==> src/rtl/clk_div_arb.sv <==
// Round-robin arbiter that time-shares one programmable clock divider: loads the
// winner's divide value under divider reset, runs it for N divided edges, then parks it.
module clk_div_arb #(
   parameter int NREQ   = 4,
   parameter int DW     = 8,
   parameter int CW     = 8,
   parameter int SETTLE = 2
) (
   input  logic              clk,
   input  logic              rst_n,
   input  logic [NREQ-1:0]   req,
   input  logic [NREQ*DW-1:0] req_div,
   input  logic [NREQ*CW-1:0] req_cnt,
   output logic [NREQ-1:0]   gnt,
   output logic [NREQ-1:0]   done,
   output logic              busy,
   output logic [DW-1:0]     div_num,
   output logic              div_rst_n,
   input  logic              div_clk
);

   localparam int IW = (NREQ > 1) ? $clog2(NREQ) : 1;
   localparam int SW = (SETTLE > 1) ? $clog2(SETTLE) : 1;

   typedef enum logic [1:0] {IDLE, LOAD, RUN, RELEASE} state_t;

   state_t          state_q, state_d;
   logic [IW-1:0]   winner_q, winner_d;
   logic [IW-1:0]   ptr_q, ptr_d;
   logic [CW-1:0]   edge_cnt_q, edge_cnt_d;
   logic [CW-1:0]   target_q, target_d;
   logic [SW-1:0]   settle_q, settle_d;
   logic            div_q;
   logic [NREQ-1:0] gnt_d, done_d;
   logic [DW-1:0]   div_num_d;
   logic            div_rst_n_d;

   logic [DW-1:0]   div_arr [NREQ];
   logic [CW-1:0]   cnt_arr [NREQ];
   logic [IW-1:0]   pick, idx, next_ptr;
   logic            found, rise;

   for (genvar g = 0; g < NREQ; g++) begin : g_unpack
      assign div_arr[g] = req_div[g*DW +: DW];
      assign cnt_arr[g] = req_cnt[g*CW +: CW];
   end

   // div_q only tracks div_clk while the divider is running, so the first
   // edge after release is always seen as a rise.
   assign rise     = div_clk & ~div_q;
   assign busy     = (state_q != IDLE);
   assign next_ptr = (winner_q == IW'(NREQ - 1)) ? '0 : winner_q + IW'(1);

   // First pending request at or above the pointer, wrapping modulo NREQ.
   always_comb begin
      found = 1'b0;
      pick  = '0;
      idx   = '0;
      for (int i = 0; i < NREQ; i++) begin
         idx = IW'((int'(ptr_q) + i) % NREQ);
         if (!found && req[idx]) begin
            found = 1'b1;
            pick  = idx;
         end
      end
   end

   // NOTE: every output of this block gets a default first, so no path can
   // leave a variable unassigned and infer a latch.
   always_comb begin
      state_d     = state_q;
      winner_d    = winner_q;
      ptr_d       = ptr_q;
      edge_cnt_d  = edge_cnt_q;
      target_d    = target_q;
      settle_d    = settle_q;
      gnt_d       = gnt;
      done_d      = '0;
      div_num_d   = div_num;
      div_rst_n_d = div_rst_n;

      unique case (state_q)
         IDLE: begin
            div_rst_n_d = 1'b0;
            if (found) begin
               state_d       = LOAD;
               winner_d      = pick;
               gnt_d         = '0;
               gnt_d[pick]   = 1'b1;
               div_num_d     = div_arr[pick];
               target_d      = cnt_arr[pick];
               edge_cnt_d    = '0;
               settle_d      = '0;
            end
         end
         LOAD: begin
            if (!req[winner_q]) begin
               state_d     = RELEASE;
               gnt_d       = '0;
               div_rst_n_d = 1'b0;
               ptr_d       = next_ptr;
            end else if (settle_q == SW'(SETTLE - 1)) begin
               if (target_q == '0) begin
                  state_d          = RELEASE;
                  gnt_d            = '0;
                  done_d[winner_q] = 1'b1;
                  ptr_d            = next_ptr;
               end else begin
                  state_d     = RUN;
                  div_rst_n_d = 1'b1;
               end
            end else begin
               settle_d = settle_q + SW'(1);
            end
         end
         RUN: begin
            // Completion is checked before abort so a coinciding drop still reports done.
            if (rise && edge_cnt_q == target_q - CW'(1)) begin
               state_d          = RELEASE;
               gnt_d            = '0;
               div_rst_n_d      = 1'b0;
               done_d[winner_q] = 1'b1;
               ptr_d            = next_ptr;
            end else if (!req[winner_q]) begin
               state_d     = RELEASE;
               gnt_d       = '0;
               div_rst_n_d = 1'b0;
               ptr_d       = next_ptr;
            end else if (rise) begin
               edge_cnt_d = edge_cnt_q + CW'(1);
            end
         end
         RELEASE: begin
            state_d = IDLE;
         end
         default: state_d = IDLE;
      endcase
   end

   // NOTE: sequential state uses non-blocking assignments so every flop
   // samples the pre-edge values regardless of statement order.
   always_ff @(posedge clk or negedge rst_n) begin
      if (!rst_n) begin
         state_q    <= IDLE;
         winner_q   <= '0;
         ptr_q      <= '0;
         edge_cnt_q <= '0;
         target_q   <= '0;
         settle_q   <= '0;
         div_q      <= 1'b0;
         gnt        <= '0;
         done       <= '0;
         div_num    <= '0;
         div_rst_n  <= 1'b0;
      end else begin
         state_q    <= state_d;
         winner_q   <= winner_d;
         ptr_q      <= ptr_d;
         edge_cnt_q <= edge_cnt_d;
         target_q   <= target_d;
         settle_q   <= settle_d;
         div_q      <= div_rst_n & div_clk;
         gnt        <= gnt_d;
         done       <= done_d;
         div_num    <= div_num_d;
         div_rst_n  <= div_rst_n_d;
      end
   end

endmodule

==> config.mk <==
export PLATFORM = sky130hd
export DESIGN_NAME = clk_div_arb
export DESIGN_NICKNAME = d
export VERILOG_FILES = /design/src/rtl/clk_div_arb.sv
export SDC_FILE = /design/constraint.sdc
export NUM_CORES = 1
export LEC_CHECK = 0
export CORE_MARGIN = 5
export CORE_UTILIZATION = 47
export CTS_BUF_LIST = sky130_fd_sc_hd__clkbuf_4 sky130_fd_sc_hd__clkbuf_8 sky130_fd_sc_hd__clkbuf_16
export DETAILED_ROUTE_END_ITERATION = 16
export PLACE_DENSITY = 0.81
export SKIP_CTS_REPAIR_TIMING = 1
export SYNTH_ARGS = -nofsm -noshare
export SYNTH_HDL_FRONTEND = slang
export SYNTH_SLANG_ARGS = --single-unit
==> constraint.sdc <==
create_clock -name clk -period 3.1 [get_ports clk]
set_input_delay 0.62 -clock clk [delete_from_list [all_inputs] [get_ports clk]]
set_output_delay 0.62 -clock clk [all_outputs]
set_load 0.01 [all_outputs]
After elaboration in Yosys (flattened, before gate mapping)
Index checks and enable logic that the tools add are counted.

Input bits: 71. Word-level logic and storage cells: 137. Output and inout port bits: 18. Flip-flop bits (word level): 41.

Bitwise gates (word level): 4. $add $sub $neg: 7. Muxes and demuxes: 69. Eq/ne operators: 14. Magnitude comparators: 9. Reductions and logical operators: 23.

Operators with widths (count): $mux 8 (8); $mux 4 (10); $bmux 8 s2 (2); $mux 2 (15); $mux 1 (20); $lt 2x3->1 const B (6); $pmux 8 s2 (1); $ne 3x3->1 const B (4); $pmux 4 s3 (1); $bmux 1 s2 (5); $ne 2x2->1 const B (5); $reduce_and 5->1 (2); $add 8x1->8 const B (1); $eq 8x8->1 (1); $logic_not 8->1 (1); $pmux 2 s4 (1); $pmux 4 s2 (1); $reduce_and 4->1 (2); $reduce_bool 2->1 (4); $sub 8x1->8 const B (1); $eq 2x2->1 const B (3); $logic_and 1x1->1 (6); $reduce_and 3->1 (2); $add 2x1->2 const B (2); 16 further kinds (22).

Longest topological paths before layout
Gate-level depths: netlist (run 1).

Word-level depth: 18. Mapped depth: 10.

Worst setup path before layout (run 1)
Ideal clock, no wire load.

Path type: reg2reg. Start point: register target_q[0]. End point: register edge_cnt_q[5]. Data arrival time: 2.437 ns. Required time: 2.971 ns. Path slack: 0.534 ns. Library setup time: 0.129 ns. Buffers on the path: 0. Cell stages (with the launch flop): 10. Path through: dfrtp_1 > inv_1 > ha_1 > or3b_2 > o31a_1 > o211ai_1 > a211oi_2 > nand3b_4 > or4_1 > mux2i_1.

Longest elaborated chain between the ends: 5.

RTL lines: from (decl) (line 31) `logic [CW-1:0] target_q, target_d;`; from (signal assigned) (line 160) `target_q <= target_d;`; $sub 8x1->8 (line 118) `if (rise && edge_cnt_q == target_q - CW'(1)) begin`; $eq 8x8->1 (line 118); $logic_and 1x1->1 (line 118); $ne 2x2->1 (no line); $reduce_and 5->1 (no line); to (signal assigned) (line 159) `edge_cnt_q <= edge_cnt_d;`; to (decl) (line 30) `logic [CW-1:0] edge_cnt_q, edge_cnt_d;`.

No other way between the ends. A chain may end at the register's enable or synchronous reset.

Worst setup path in the final report (run 1)
Ends and elaborated chain as after synthesis.

==> reports/results.tsv, run 1 <==
metric	value	unit
outcome	completed	
ys_ff_latch	41	
rsz0062_at_grt	false	
seqPwrFrac	32.0	%
p_leak	1.72	nW
route.detailed.drc	0	
synth.avg_cell_area	7.90	sq um
cp_max_fo	15	
netSwitchingFraction	42.5	%
cellPowerDensity	769	nW/um^2
peakVddDrop	371	uV
period_share	90.9	%
synth_nets	428	
use_met2	32.1	%
grt_max_degree	42	
clk_pin_slew_worst_paths	0.07	ns
core	5570	sq um
avgViaCountPerCell	5.31	
io_buffers	88	
maxCapViolations	0	
dr.pass1.iters	4	
finalNetCount	509	
die_w	86.4	microns
synth-seq-area-share	37.4	%
cts_tree	done	
area_growth	39.0	%
internal_power	1.68	mW
grt_overflow	0	
switchingPower	1.24	mW
worstMarginPinSlew	0.904	ns
power.total	2.93	mW
arrival	2.99	ns
syn_area	2740	sq um
critical_path.top_delay_family	simple AND/OR/NAND/NOR gates	
final_area	3810	sq um
grt_util_met1	24.8	%
cts_buffers	5	
clock.fmax	355	MHz
p_clk_share	12.3	%
ioPinCount	89	
synthFlopType	dfrtp_1	
rrSetupSlack	0.28	ns
post_dp_cell_area	3720	sq um
fin_skew	0.00630	ns
slowest_stage	or4_1	
cp-end-kind	register	
synth_edf_count	0	
diodes	0	
synth.distinct_cells	53	
post-place-ws	0.286	ns
cp_slowest_stage_delay	0.59	ns
dpl.hpwl	5.48	mm
cts_buffer_depth	2	
grt_pass1_vias	2714	
required	3.27	ns
clk_latency	0.29	ns
routed_wl	7.06	mm
criticalPathCategory	register to register	
mostFrequentLayoutCell	nand2_1	
rows	27	
setup_violations	0	
ant_nets	0	
wl_per_cell	14.1	microns
ctsHtreeMaxLevel	2	
fin_crit	2.82	ns
clock-sinks	41	
fin_ws	0.282	ns
layout_common_cells	nand2_1 (112), clkdlybuf4s50_1 (87), dfrtp_1 (41)	
drive_gt1_share	7.69	%
place.gp.congestion	0.834	
finalHoldViolCount	0	
min_path_type	input pin to async pin	
synthArstFlopShare	100	%
dieArea	7460	sq um
vias	2660	
die_y	86.4	microns
worst-path-buf-inv	1	
maxSlewHeadroom	39.7	%
synth_largest_area_cell	dfrtp_1	
setup.worst_path.start_class	register	
grt_util_met3	8.27	%
grt_first_pass_wirelength	12.1	mm
setup_tns	0	ns
finalMaxSlewViolations	0	
initial_core_util	49.2	%
path_cells	inv_1 > ha_1 > or3b_2 > o31a_1 > o211ai_1 > a211oi_2 > nand3b_4 > or4_1 > mux2i_1	
synthTopCellsByArea	dfrtp_1 (37%), nand2_1 (15%), o21ai_0 (6.8%)	
synth_top_area_share	37.4	%
hold_ws	0.453	ns
cts-root-buf	clkbuf_8	
antenna_found_initial	0	
grt_busiest_layer	met2	
syn_inst	347	
drt_iter0_drc	62	
yosys_warnings	0	
grtUsageTotal	20.1	%
pwr-share-comb	55.8	%
## state kept, by name (all words and copies together) (netlist names), 2 cells and up
register / count
ptr_q: 2
state_q: 2
edge_cnt_q: 8
winner_q: 2
target_q: 8
done: 4
gnt: 4
div_num: 8
## cell usage after synthesis, drive strengths merged (2+ instances only)
| library cell | n |
|---|---|
| ha | 10 |
| or4 | 4 |
| clkbuf | 17 |
| nand2b | 2 |
| and2 | 2 |
| a211oi | 2 |
| nand3b | 3 |
| buf | 3 |
| xnor2 | 6 |
| dfrtp | 41 |
| nand4b | 2 |
| xor2 | 2 |
| mux2i | 6 |
| nand3 | 21 |
| inv | 16 |
| nand2 | 112 |
| mux2 | 8 |
| o211ai | 3 |
| o21ai | 37 |
| nor3 | 7 |
| o311ai | 2 |
| nor3b | 3 |
| or3 | 3 |
| and3 | 4 |
| nor4 | 2 |
| nor2 | 6 |
## cell type report
class,count,area (sq um)
Fill cell,481,1770
Tap cell,72,90.1
Inverter,16,60.1
Timing Repair Buffer,94,933
Multi-Input combinational cell,270,1610
Clock buffer,8,91.3
Sequential cell,41,1030
## power by group through the flow
| stage | logic (mW) | clock network (mW) | registers [mW] |
|---|---|---|---|
| 6_report | 1.63 | 0.359 | 0.935 |
| 5_1_grt | 1.85 | 0.390 | 0.965 |
| 4_1_cts | 1.65 | 0.368 | 0.934 |
| 3_5_place_dp | 1.64 | 0 | 0.942 |
| 3_3_place_gp | 1.60 | 0 | 0.929 |
| 2_1_floorplan | 1.09 | 0 | 0.899 |
## routing by layer
layer | vias to the layer above | wire (microns)
li1 | 1344 | -
met1 | 1226 | 2970
met2 | 82 | 3240
met3 | 8 | 759
met4 | 0 | 95
met5 | - | 0
## through the flow
step / std cells / utilization, %
6_report: 501 / 68.3
5_1_grt: 501 / 68.3
4_1_cts: 501 / 68.3
3_5_place_dp: 493 / 66.7
3_3_place_gp: 493 / 66.7
2_1_floorplan: 347 / -
## cells by family (layout without fill, tap and decap cells)
kind of cell    Yosys count  in the layout  synth area share (%)
compound gates           59             59                  13.8
xor+xnor                  8              8                  2.56
fa+ha+maj                10             10                  4.57
buf+inv                  36            118                  4.98
flops                    41             41                  37.4
mux                      15             15                  6.30
simple gates            178            178                  30.3
## final timing paths
path                        startpoint       endpoint  cells past startpoint
max                        target_q[0]  edge_cnt_q[5]                      9
min                              rst_n     state_q[1]                      1
max reg2reg                target_q[0]  edge_cnt_q[5]                      9
min reg2reg                 div_num[6]     div_num[6]                      2
max in group asynchronous        rst_n    target_q[4]                      1
min in group clk            div_num[6]     div_num[6]                      2
No activity file was read; power rests on OpenSTA's default activity.
==> run 2, diff against run 1 <==
Settings changed: CORE_ASPECT_RATIO set to 0.9.
==> reports/results.tsv, run 2 (same netlist as run 1, synthesis figures left out) <==
metric	value	unit	change
required	3.26	ns	about the same
diodes	0		unchanged
clk_latency	0.29	ns	about the same
peakVddDrop	475	uV	+28%
arrival	3.03	ns	+0.04 ns
cts-root-buf	clkbuf_8		
stdcell_count	497		-0.80%
fin_crit	2.87	ns	+0.0518 ns
seqCellArea	1030	sq um	unchanged
area_growth	38.7	%	
initial_core_util	48.4	%	-0.75 points
use_met2	32.2	%	+0.093 points
period_share	92.6	%	+1.7 points
grt_first_pass_wirelength	12.5	mm	+3.0%
route.detailed.drc	0		unchanged
grt_util_met3	8.06	%	-0.21 points
p_leak	1.71	nW	-0.33%
cellPowerDensity	780	nW/um^2	+1.5%
worstMarginPinSlew	1.19	ns	+0.285 ns
finalMaxSlewViolations	0		unchanged
drive_gt1_share	7.26	%	-0.43 points
clock.fmax	348	MHz	-1.8%
fin_util	67.2	%	-1.2 points
multi_input_comb_area	1610	sq um	unchanged
avgViaCountPerCell	5.39		+1.6%
core	5660	sq um	+1.5%
ioPinCount	89		unchanged
place.gp.congestion	0.895		+7.2%
layout_common_cells	nand2_1 (112), clkdlybuf4s50_1 (87), dfrtp_1 (41)		
grt_max_degree	42		unchanged
setup.worst_path.start_class	register		
rsz0062_at_grt	false		
dpl.hpwl	5.65	mm	+3.1%
reg.largest.list	div_num x8, edge_cnt_q x8, target_q x8		
grt_pass1_vias	2643		-2.6%
min_path_type	input pin to async pin		
grtUsageTotal	20.2	%	+0.094 points
routed_wl	7.40	mm	+4.8%
antenna_found_initial	0		unchanged
vias	2680		+0.75%
outcome	completed		
fin_skew	0.00532	ns	-0.000978 ns
drt_iter0_drc	140		+130%
maxCapViolations	0		unchanged
criticalPathCategory	register to register		
cts_tree	done		
setup_violations	0		unchanged
wl_per_cell	14.9	microns	+5.7%
cts_buffers	5		unchanged
hold_ws	0.448	ns	-0.00528 ns
grt_overflow	0		unchanged
io_buffers	88		unchanged
dieArea	7460	sq um	about the same
maxSlewHeadroom	20.8	%	-19 points
mostFrequentLayoutCell	nand2_1		
place_inst	489		-0.81%
clk_pin_slew_worst_paths	0.08	ns	about the same
clock-sinks	41		unchanged
ctsHtreeMaxLevel	2		unchanged
power.total	2.97	mW	+1.3%
nFillCells	474		-1.5%
cp-end-kind	register		
die_y	82.4	microns	-4.5%
cp_max_fo	15		unchanged
grt_util_met1	26.2	%	+1.4 points
ant_nets	0		unchanged
cts_buffer_depth	2		unchanged
rrSetupSlack	0.23	ns	-0.05 ns
setup_tns	0	ns	unchanged
grt_busiest_layer	met2		
die_w	90.5	microns	+4.8%
rows	26		-3.7%
finalHoldViolCount	0		unchanged
dr.pass1.iters	4		unchanged
finalNetCount	507		-0.39%
==> run 2: changes by cell type in the layout (fill, tap and decap cells not counted), sizes merged <==
cell / change
buf: -2
clkbuf: -1
clkinv: +1
==> run 2: metal layers <==
metal	part of all wire, %	vias to the layer above	wire length (microns)
met1	43	1233	3200
met3	11	7	812
met5	0	-	0
li1	-	1348	-
met2	45	92	3330
met4	0.72	0	53
==> run 2: power by group <==
| part | internal (mW) | switching, mW | total, mW | leakage (nW) |
|---|---|---|---|---|
| combinational | 0.768 | 0.877 | 1.64 | 1.13 |
| sequential | 0.723 | 0.221 | 0.943 | 0.528 |
| clock | 0.201 | 0.177 | 0.378 | 0.0542 |
==> run 2: metrics by stage <==
stage	setup slack [ns]	area, sq um
2_1_floorplan	0.534	2740
3_3_place_gp	0.169	3700
3_5_place_dp	0.121	3700
4_1_cts	0.226	3800
5_1_grt	0.0418	3800
6_report	0.230	3800
==> run 2: final cells by class <==
cell class              instances  share of cell area [%]
multi-input cells             270                    42.3
flip-flops and latches         41                    27.0
repair buffers                 92                    24.2
clock buffers                   7                    2.53
well taps                      70                    2.30
inverters                      16                    1.58
clock inverters                 1                   0.132
==> run 2: worst max-delay path: stages (launching register included) <==
cell	delay, ns
dfrtp_1	0.45
inv_1	0.08
ha_1	0.19
or3b_2	0.50
o31a_1	0.25
o211ai_1	0.22
a211oi_2	0.07
nand3b_4	0.25
or4_1	0.58
mux2i_1	0.14
==> run 2: final timing paths <==
kind	from	to	cells past startpoint
max	target_q[0]	edge_cnt_q[5]	9
min	rst_n	edge_cnt_q[0]	1
max reg2reg	target_q[0]	edge_cnt_q[5]	9
min reg2reg	div_num[0]	div_num[0]	2
max in group asynchronous	rst_n	div_num[1]	1
min in group clk	div_num[0]	div_num[0]	2
==> run 3, diff against run 2 <==
Settings changed: CORE_UTILIZATION 47 to 45, PLACE_DENSITY 0.81 to 0.78.
==> reports/results.tsv, run 3 (same netlist as run 1, synthesis figures left out) <==
metric	value	unit	change
routed_wl	7.36	mm	-0.54%
setup.worst_path.start_class	register		
clock-sinks	41		unchanged
finalHoldViolCount	0		unchanged
drive_gt1_share	7.91	%	+0.65 points
worst_r2r_path_depth	9		unchanged
r2r_start	target_q[0]		
clk_latency	0.29	ns	about the same
critical_path.top_delay_family	simple AND/OR/NAND/NOR gates		
criticalPathCategory	register to register		
r2r-end	edge_cnt_q[5]		
worst-path-buf-inv	1		unchanged
clk_pin_slew_worst_paths	0.08	ns	about the same
drt_iter0_drc	62		-56%
place.gp.congestion	0.852		-4.7%
cts-root-buf	clkbuf_8		
required	3.26	ns	about the same
area_growth	39.1	%	
rrSetupSlack	0.26	ns	+0.03 ns
p_leak	1.72	nW	+0.50%
grtUsageTotal	19.6	%	-0.60 points
rows	27		+3.8%
grt_overflow	0		unchanged
worstMarginPinSlew	0.905	ns	-0.283 ns
grt_max_degree	42		unchanged
setup_violations	0		unchanged
grt_first_pass_wirelength	12.4	mm	-0.89%
layout_common_cells	nand2_1 (112), clkdlybuf4s50_1 (87), dfrtp_1 (41)		
arrival	3.00	ns	-0.03 ns
die_y	84.0	microns	+1.9%
cp_max_fo	15		unchanged
grt_util_met1	23.0	%	-3.1 points
ioPinCount	89		unchanged
fin_skew	0.00912	ns	+0.00380 ns
setup_tns	0	ns	unchanged
wl_per_cell	14.7	microns	-1.5%
cp-end-kind	register		
maxCapViolations	0		unchanged
maxSlewHeadroom	39.6	%	+19 points
io_buffers	88		unchanged
dieArea	7750	sq um	+3.9%
fin_util	63.4	%	-3.8 points
cellPowerDensity	771	nW/um^2	-1.2%
grt_util_met3	10.5	%	+2.4 points
min_path_type	input pin to async pin		
peakVddDrop	312	uV	-34%
dr.pass1.iters	4		unchanged
reg.largest.list	div_num x8, edge_cnt_q x8, target_q x8		
dpl.hpwl	5.79	mm	+2.5%
grt_pass1_vias	2669		+0.98%
ant_nets	0		unchanged
cp_slowest_stage_delay	0.57	ns	about the same
rsz0062_at_grt	false		
slowest_stage	or4_1		
grt_busiest_layer	met2		
nFillCells	555		+17%
vias	2675		-0.19%
path_cells	inv_1 > ha_1 > or3b_2 > o31a_1 > o211ai_1 > a211oi_2 > nand3b_4 > or4_1 > mux2i_1		
period_share	91.5	%	-1.1 points
route.detailed.drc	0		unchanged
antenna_found_initial	0		unchanged
ctsHtreeMaxLevel	2		unchanged
diodes	0		unchanged
finalNetCount	510		+0.59%
avgViaCountPerCell	5.33		-1.2%
cts_tree	done		
die_w	92.3	microns	+2.0%
mostFrequentLayoutCell	nand2_1		
finalMaxSlewViolations	0		unchanged
outcome	completed		
clock.fmax	353	MHz	+1.2%
cts_buffers	5		unchanged
fin_crit	2.84	ns	-0.0341 ns
cts_buffer_depth	2		unchanged
use_met2	31.7	%	-0.52 points
initial_core_util	45.6	%	-2.8 points
core	6010	sq um	+6.2%
-- run 3: metrics by stage --
step	worst slack [ns]	instances	area (sq um)	hold WS (ns)	total power, mW
6_report	0.264	502	3810	0.451	2.94
5_1_grt	0.0796	502	3810	0.525	3.23
4_1_cts	0.271	502	3810	0.485	2.96
3_5_place_dp	0.279	494	3720	0.474	2.61
3_3_place_gp	0.371	494	3720	0.463	2.55
2_1_floorplan	0.534	347	2740	0.324	1.99
-- run 3: worst register-to-register path, stage by stage, from the launching register on --
cell      delay, ns
dfrtp_1        0.43
inv_1          0.08
ha_1           0.21
or3b_2         0.51
o31a_1         0.26
o211ai_1       0.21
a211oi_2       0.07
nand3b_4       0.25
or4_1          0.57
mux2i_1        0.13
-- run 3: worst max-delay path by stage --
stage	startpoint	end	slack, ns	cells after the start
floorplan	target_q[0]	edge_cnt_q[5]	0.53	9
global placement	target_q[0]	edge_cnt_q[5]	0.37	9
detailed placement	target_q[0]	edge_cnt_q[5]	0.28	9
CTS	target_q[0]	edge_cnt_q[5]	0.27	9
global route	target_q[0]	edge_cnt_q[5]	0.08	9
finish	target_q[0]	edge_cnt_q[5]	0.26	9
-- run 3: area by class of cell --
class                      count  area [sq um]  share of cell area [%]
clock inverter                 2          10.0                   0.263
clock buffer                   6          76.3                    2.00
multi-input combinational    270          1610                    42.2
sequential                    41          1030                    26.9
timing repair buffer          95           941                    24.7
inverter                      16          60.1                    1.58
tap                           72          90.1                    2.36
-- run 3: metal layers --
metal,wire length [microns],vias to the layer above
li1,-,1351
met1,3040,1219
met2,3350,99
met3,915,6
met4,60,0
met5,0,-
-- run 3: power by group --
part / internal [mW] / leakage (nW) / switching [mW] / total [mW]
Combinational: 0.785 / 1.14 / 0.878 / 1.66
Clock: 0.165 / 0.0484 / 0.178 / 0.343
Sequential: 0.723 / 0.528 / 0.210 / 0.933
